==> src/rtl/bp_pkg.sv <==
// bp_pkg: shared constants and helpers for the pattern-history-table predictor
package bp_pkg;
  localparam int IDX_W_DEF = 6;
  localparam int CTR_W_DEF = 2;
  localparam int PC_OFS = 2;
  typedef enum logic {NOT_TAKEN = 1'b0, TAKEN = 1'b1} dir_e;
  function automatic int ctr_max(input int w);
    return (1 << w) - 1;
  endfunction
endpackage

==> src/rtl/bp_sat_counter.sv <==
// bp_sat_counter: one saturating direction counter with MSB prediction and strong flag
module bp_sat_counter
  import bp_pkg::*;
#(
  parameter int CTR_W = CTR_W_DEF,
  parameter logic [CTR_W-1:0] CTR_INIT = '0
) (
  input  logic i_clock,
  input  logic i_init,
  input  logic i_en,
  input  logic i_outcome,
  output logic o_pred,
  output logic o_strong
);
  localparam logic [CTR_W-1:0] MAX = CTR_W'(ctr_max(CTR_W));
  logic [CTR_W-1:0] r_ctr;
  always_ff @(posedge i_clock)
    if (i_init) r_ctr <= CTR_INIT;
    else if (i_en)
      r_ctr <= (i_outcome == TAKEN) ? ((r_ctr == MAX) ? r_ctr : r_ctr + CTR_W'(1))
                                    : ((r_ctr == '0) ? r_ctr : r_ctr - CTR_W'(1));
  assign o_pred = r_ctr[CTR_W-1];
  assign o_strong = (r_ctr == MAX) || (r_ctr == '0);
endmodule

==> src/rtl/branch_pht.sv <==
// branch_pht: PHT branch predictor with miss counter; gshare indexing when BRANCH_PHT_GSHARE_EN is defined
module branch_pht
  import bp_pkg::*;
#(
  parameter int PC_W = 32,
  parameter int IDX_W = IDX_W_DEF,
  parameter int CTR_W = CTR_W_DEF,
  parameter int CTR_INIT = 0,
  parameter int MISS_W = 16
) (
  input  logic              i_clock,
  input  logic              i_init,
  input  logic [PC_W-1:0]   i_lookup_pc,
  output logic              o_prediction,
  output logic              o_pred_strong,
  output logic [IDX_W-1:0]  o_pred_idx,
  input  logic              i_upd_en,
  input  logic [IDX_W-1:0]  i_upd_idx,
  input  logic              i_upd_outcome,
  input  logic              i_upd_pred,
  output logic [MISS_W-1:0] o_miss_count
);
  localparam int N = 1 << IDX_W;
  logic [N-1:0] w_pred, w_strong;
  logic [IDX_W-1:0] w_pc_idx;
  logic [MISS_W-1:0] r_miss;
  logic w_unused;
  assign w_pc_idx = i_lookup_pc[IDX_W+PC_OFS-1:PC_OFS];
  assign w_unused = ^{i_lookup_pc[PC_W-1:IDX_W+PC_OFS], i_lookup_pc[PC_OFS-1:0]};
  for (genvar g = 0; g < N; g++) begin : g_ctr
    bp_sat_counter #(.CTR_W(CTR_W), .CTR_INIT(CTR_W'(CTR_INIT))) u_ctr (
      .i_clock  (i_clock),
      .i_init   (i_init),
      .i_en     (i_upd_en && (i_upd_idx == IDX_W'(g))),
      .i_outcome(i_upd_outcome),
      .o_pred   (w_pred[g]),
      .o_strong (w_strong[g])
    );
  end
`ifdef BRANCH_PHT_GSHARE_EN
  logic [IDX_W-1:0] r_ghr;
  always_ff @(posedge i_clock)
    if (i_init) r_ghr <= '0;
    else if (i_upd_en) r_ghr <= {r_ghr[IDX_W-2:0], i_upd_outcome};
  assign o_pred_idx = w_pc_idx ^ r_ghr;
`else
  assign o_pred_idx = w_pc_idx;
`endif
  // lookup reads the registered table, so a same-cycle update shows up only next cycle
  assign o_prediction = w_pred[o_pred_idx];
  assign o_pred_strong = w_strong[o_pred_idx];
  always_ff @(posedge i_clock)
    if (i_init) r_miss <= '0;
    else if (i_upd_en && (i_upd_outcome != i_upd_pred) && !(&r_miss)) r_miss <= r_miss + MISS_W'(1);
  assign o_miss_count = r_miss;
endmodule

==> config.mk <==
export PLATFORM = sky130hd
export DESIGN_NAME = branch_pht
export DESIGN_NICKNAME = d
export VERILOG_FILES = /design/src/rtl/bp_pkg.sv /design/src/rtl/bp_sat_counter.sv /design/src/rtl/branch_pht.sv
export SDC_FILE = /design/constraint.sdc
export NUM_CORES = 1
export LEC_CHECK = 0
export CAP_MARGIN = 20
export CORE_MARGIN = 1
export CORE_UTILIZATION = 25
export DETAILED_ROUTE_END_ITERATION = 10
export GPL_ROUTABILITY_DRIVEN = 0
export MAX_ROUTING_LAYER = met4
export PLACE_DENSITY = 0.37
export SYNTH_ARGS = -nofsm -noshare
export SYNTH_HDL_FRONTEND = slang
export SYNTH_HIERARCHICAL = 1
export SYNTH_SLANG_ARGS = --single-unit
==> constraint.sdc <==
create_clock -name i_clock -period 3.01 [get_ports i_clock]
set_clock_uncertainty 0.15 [all_clocks]
set_input_delay 0.7525 -clock i_clock [delete_from_list [all_inputs] [get_ports i_clock]]
set_output_delay 0.7525 -clock i_clock [all_outputs]
set_load 0.02 [all_outputs]
==> flow_summary.json, run 1 <==
{
  "yosys-top-cells-area": "dfxtp_1 (24%), ha_1 (13%), nor2_1 (8.4%)",
  "rsz0062_at_grt": "true",
  "antenna_found_initial": 0,
  "drive_above_1_share_pct": 38.8,
  "initial_core_util_pct": 25.5,
  "power.static_leakage_nw": 6.93,
  "worstSetupEndpointType": "output pin",
  "wl_per_cell_um": 16.0,
  "pin_count": 67,
  "cts-root-buf": "clkbuf_16",
  "met3_usage_pct": 4.21,
  "worst-setup-path-type": "flop to output pin",
  "violations": "negative setup slack",
  "nets": 1841,
  "area_growth_pct": 32.0,
  "cp.required_ns": 2.11,
  "reg2reg_setup_slack_ns": 1.03,
  "synthFlopType": "dfxtp_1",
  "cp_max_fo": 2,
  "busiest_layer": "met2",
  "cts_tree": "built",
  "slew-limit-headroom_pct": 57.3,
  "dpl.hpwl_um": 27600,
  "clock_latency_ns": 0.48,
  "async_flop_share_pct": 0,
  "drt-initial-drc-count": 420,
  "dr.pass1.iters": 5,
  "fp.dieW_um": 223,
  "cp-endpoint": "o_pred_strong",
  "cts.htree.levels": 4,
  "syn_nets": 1550,
  "worstPathArrival_ns": 2.48,
  "grtUsageMet2_pct": 24.0,
  "rr_worst_depth": 4,
  "cp-startpoint": "g_ctr[33].u_ctr/r_ctr[0]",
  "maxCapViolations": 0,
  "min_period_ns": 3.38,
  "clk_pin_slew_worst_paths_ns": 0.07,
  "cts_buffer_depth": 2,
  "ant_nets": 0,
  "yosys.area_share.simple_pct": 19.6,
  "worst_pin_slew_ns": 0.640,
  "post-route-util_pct": 33.6,
  "yosys.area.top_type": "dfxtp_1",
  "grt_overflow_total": 0,
  "synth.mux.area_fraction_pct": 19.8,
  "finalSetupViolCount": 2,
  "ir_drop_uv": 243,
  "viasPerCell": 4.64,
  "post-route-period-util_pct": 112,
  "p_per_area_mw_per_mm2": 291,
  "cts-buffers-inserted": 17,
  "status": "finished, violations left",
  "worstReg2RegStart": "o_miss_count[0]",
  "seqCellArea_mm2": 0.00291,
  "ys_ff_latch": 144,
  "ys_seq_area_share_pct": 23.6,
  "synth.top_cell.area_share_pct": 23.6,
  "io_buffer_count": 40,
  "regToRegEndpoint": "o_miss_count[6]",
  "met1_usage_pct": 20.4,
  "rows": 80,
  "syn_area_per_cell_um2": 8.88,
  "grt_usage_pct": 15.8,
  "synth_common_cells": "nor2_1 (275), inv_1 (196), dfxtp_1 (144)",
  "core_mm2": 0.0480,
  "antenna_cells": 0,
  "fp.dieH_um": 223,
  "start_kind": "flop",
  "fin_ws_ns": -0.372,
  "synth.most_common_cell": "nor2_1",
  "fill_cells": 5005,
  "vias": 10667,
  "ys_warn_count": 6,
  "synth-edff-count": 0,
  "max_freq_ghz": 0.296,
  "die-area_mm2": 0.0498,
  "grt_pass1_vias": 10195,
  "syn_area_mm2": 0.0122,
  "wirelength_um": 36800,
  "synth_xor_area_share_pct": 0.859,
  "cts.sinks": 144,
  "synth_compound_area_share_pct": 15.4,
  "multi_input_area_mm2": 0.00858,
  "ctsHoldBuffers": 0,
  "hold_path.class": "flop to flop",
  "fin_tns_setup_ns": -0.564,
  "synth_top_family_by_area": "multiplexers",
  "grt_max_degree": 112,
  "synth_fa_ha_area_share_pct": 13.2,
  "synthCells": 1378,
  "yosysUniqueCellTypes": 53,
  "slew_violations": 0,
  "drc": 0,
  "grt_first_pass_wirelength_um": 57900,
  "hold_violations": 0
}
-- cells by family after synthesis --
kind of cell	count (synthesis)
DFF	144
xor gates and xnor gates	12
adders and majority gates	129
muxes	169
and+or+nand+nor	471
AOI/OAI and AO/OA	230
buffers and inverters	223
-- cell usage in the layout, fill, tap and decap left out, drive strengths merged, types with 3 or more instances in the layout --
cell / n
nor2: 275
buf: 267
inv: 198
dfxtp: 144
ha: 129
mux2i: 72
o21ai: 72
a211oi: 70
nor3: 70
mux2: 69
and3b: 64
a31o: 64
clkdlybuf4s50: 29
mux4: 28
clkbuf: 19
nand2: 18
nand3: 12
clkinv: 9
xnor2: 7
nor2b: 6
nand4: 6
o22ai: 6
xor2: 5
nand3b: 4
nand2b: 4
and4: 4
a31oi: 3
o211ai: 3
a21oi: 3
-- worst min-delay path by stage --
stage,startpoint,to,slack [ns],cells after the start
5_1_grt,o_miss_count[5],o_miss_count[5],0.43,2
3_3_place_gp,o_miss_count[5],o_miss_count[5],0.35,2
4_1_cts,o_miss_count[5],o_miss_count[5],0.37,2
2_1_floorplan,g_ctr[13].u_ctr/r_ctr[1],g_ctr[13].u_ctr/r_ctr[1],0.41,2
6_report,o_miss_count[5],o_miss_count[5],0.37,2
3_5_place_dp,o_miss_count[5],o_miss_count[5],0.36,2
-- final cells by class --
type	instances	area share (%)
multi-input cells	1011	53.1
flip-flops and latches	144	18.0
repair buffers	299	15.9
clock buffers	17	2.63
clock inverters	15	1.02
well taps	615	4.77
inverters	196	4.56
-- metal layers --
layer  routed length (µm)  vias to the layer above
met5                    0                        -
met4                  680                        0
met3                 1190                       32
met2                16600                       96
met1                18300                     5084
li1                     -                     5455
-- state kept, by name, summed over array words and instances (netlist names) --
register	cells
g_ctr.u_ctr/r_ctr	128
o_miss_count	16
-- metrics by stage --
stage                     hold WS (ns)  instances  cell area, µm²  total power (W)  setup WS (ns)
after global routing             0.428       2297           16100          0.00493         -0.488
final                            0.367       2297           16100          0.00469         -0.372
after global placement           0.348       2256           15200          0.00247          -1.13
after CTS                        0.373       2289           16000          0.00481         -0.428
after floorplan                  0.412       1378           12200          0.00219          0.108
after detailed placement         0.355       2256           15200          0.00248          -1.15
-- worst max-delay path, cell delays in order, from the launching register on --
cell and delay [ns]:
dfxtp_1 0.34, inv_2 0.06, ha_4 0.26, inv_1 0.03, mux4_2 0.46, o2bb2ai_2 0.14, o22ai_1 0.09, o31ai_1 0.28
o21ai_2 0.17, buf_6 0.16
-- what timing repair did --
action,in CTS,in global routing
hold endpoints to repair,0,0
setup buffers,1,7
pin swaps,12,12
resized for setup,62,39
cloned,1,1
setup endpoints to repair,2,2
-- power breakdown --
part	internal [W]	switching, W
registers	0.00191	0.00000431
clock network	0.00123	0.00101
logic	0.000223	0.000318
No activity file was read; power rests on OpenSTA's default activity.
==> run 2, diff against run 1 <==
--- a/config.mk
+++ b/config.mk
@@ -8,8 +8,8 @@
 export CAP_MARGIN = 20
 export CORE_MARGIN = 1
 export CORE_UTILIZATION = 25
+export CTS_CLUSTER_DIAMETER = 40
 export DETAILED_ROUTE_END_ITERATION = 10
-export GPL_ROUTABILITY_DRIVEN = 0
 export MAX_ROUTING_LAYER = met4
 export PLACE_DENSITY = 0.37
 export SYNTH_ARGS = -nofsm -noshare
==> results of run 2 <==
Final layout, timing and power as in run 1 (identical DEF).
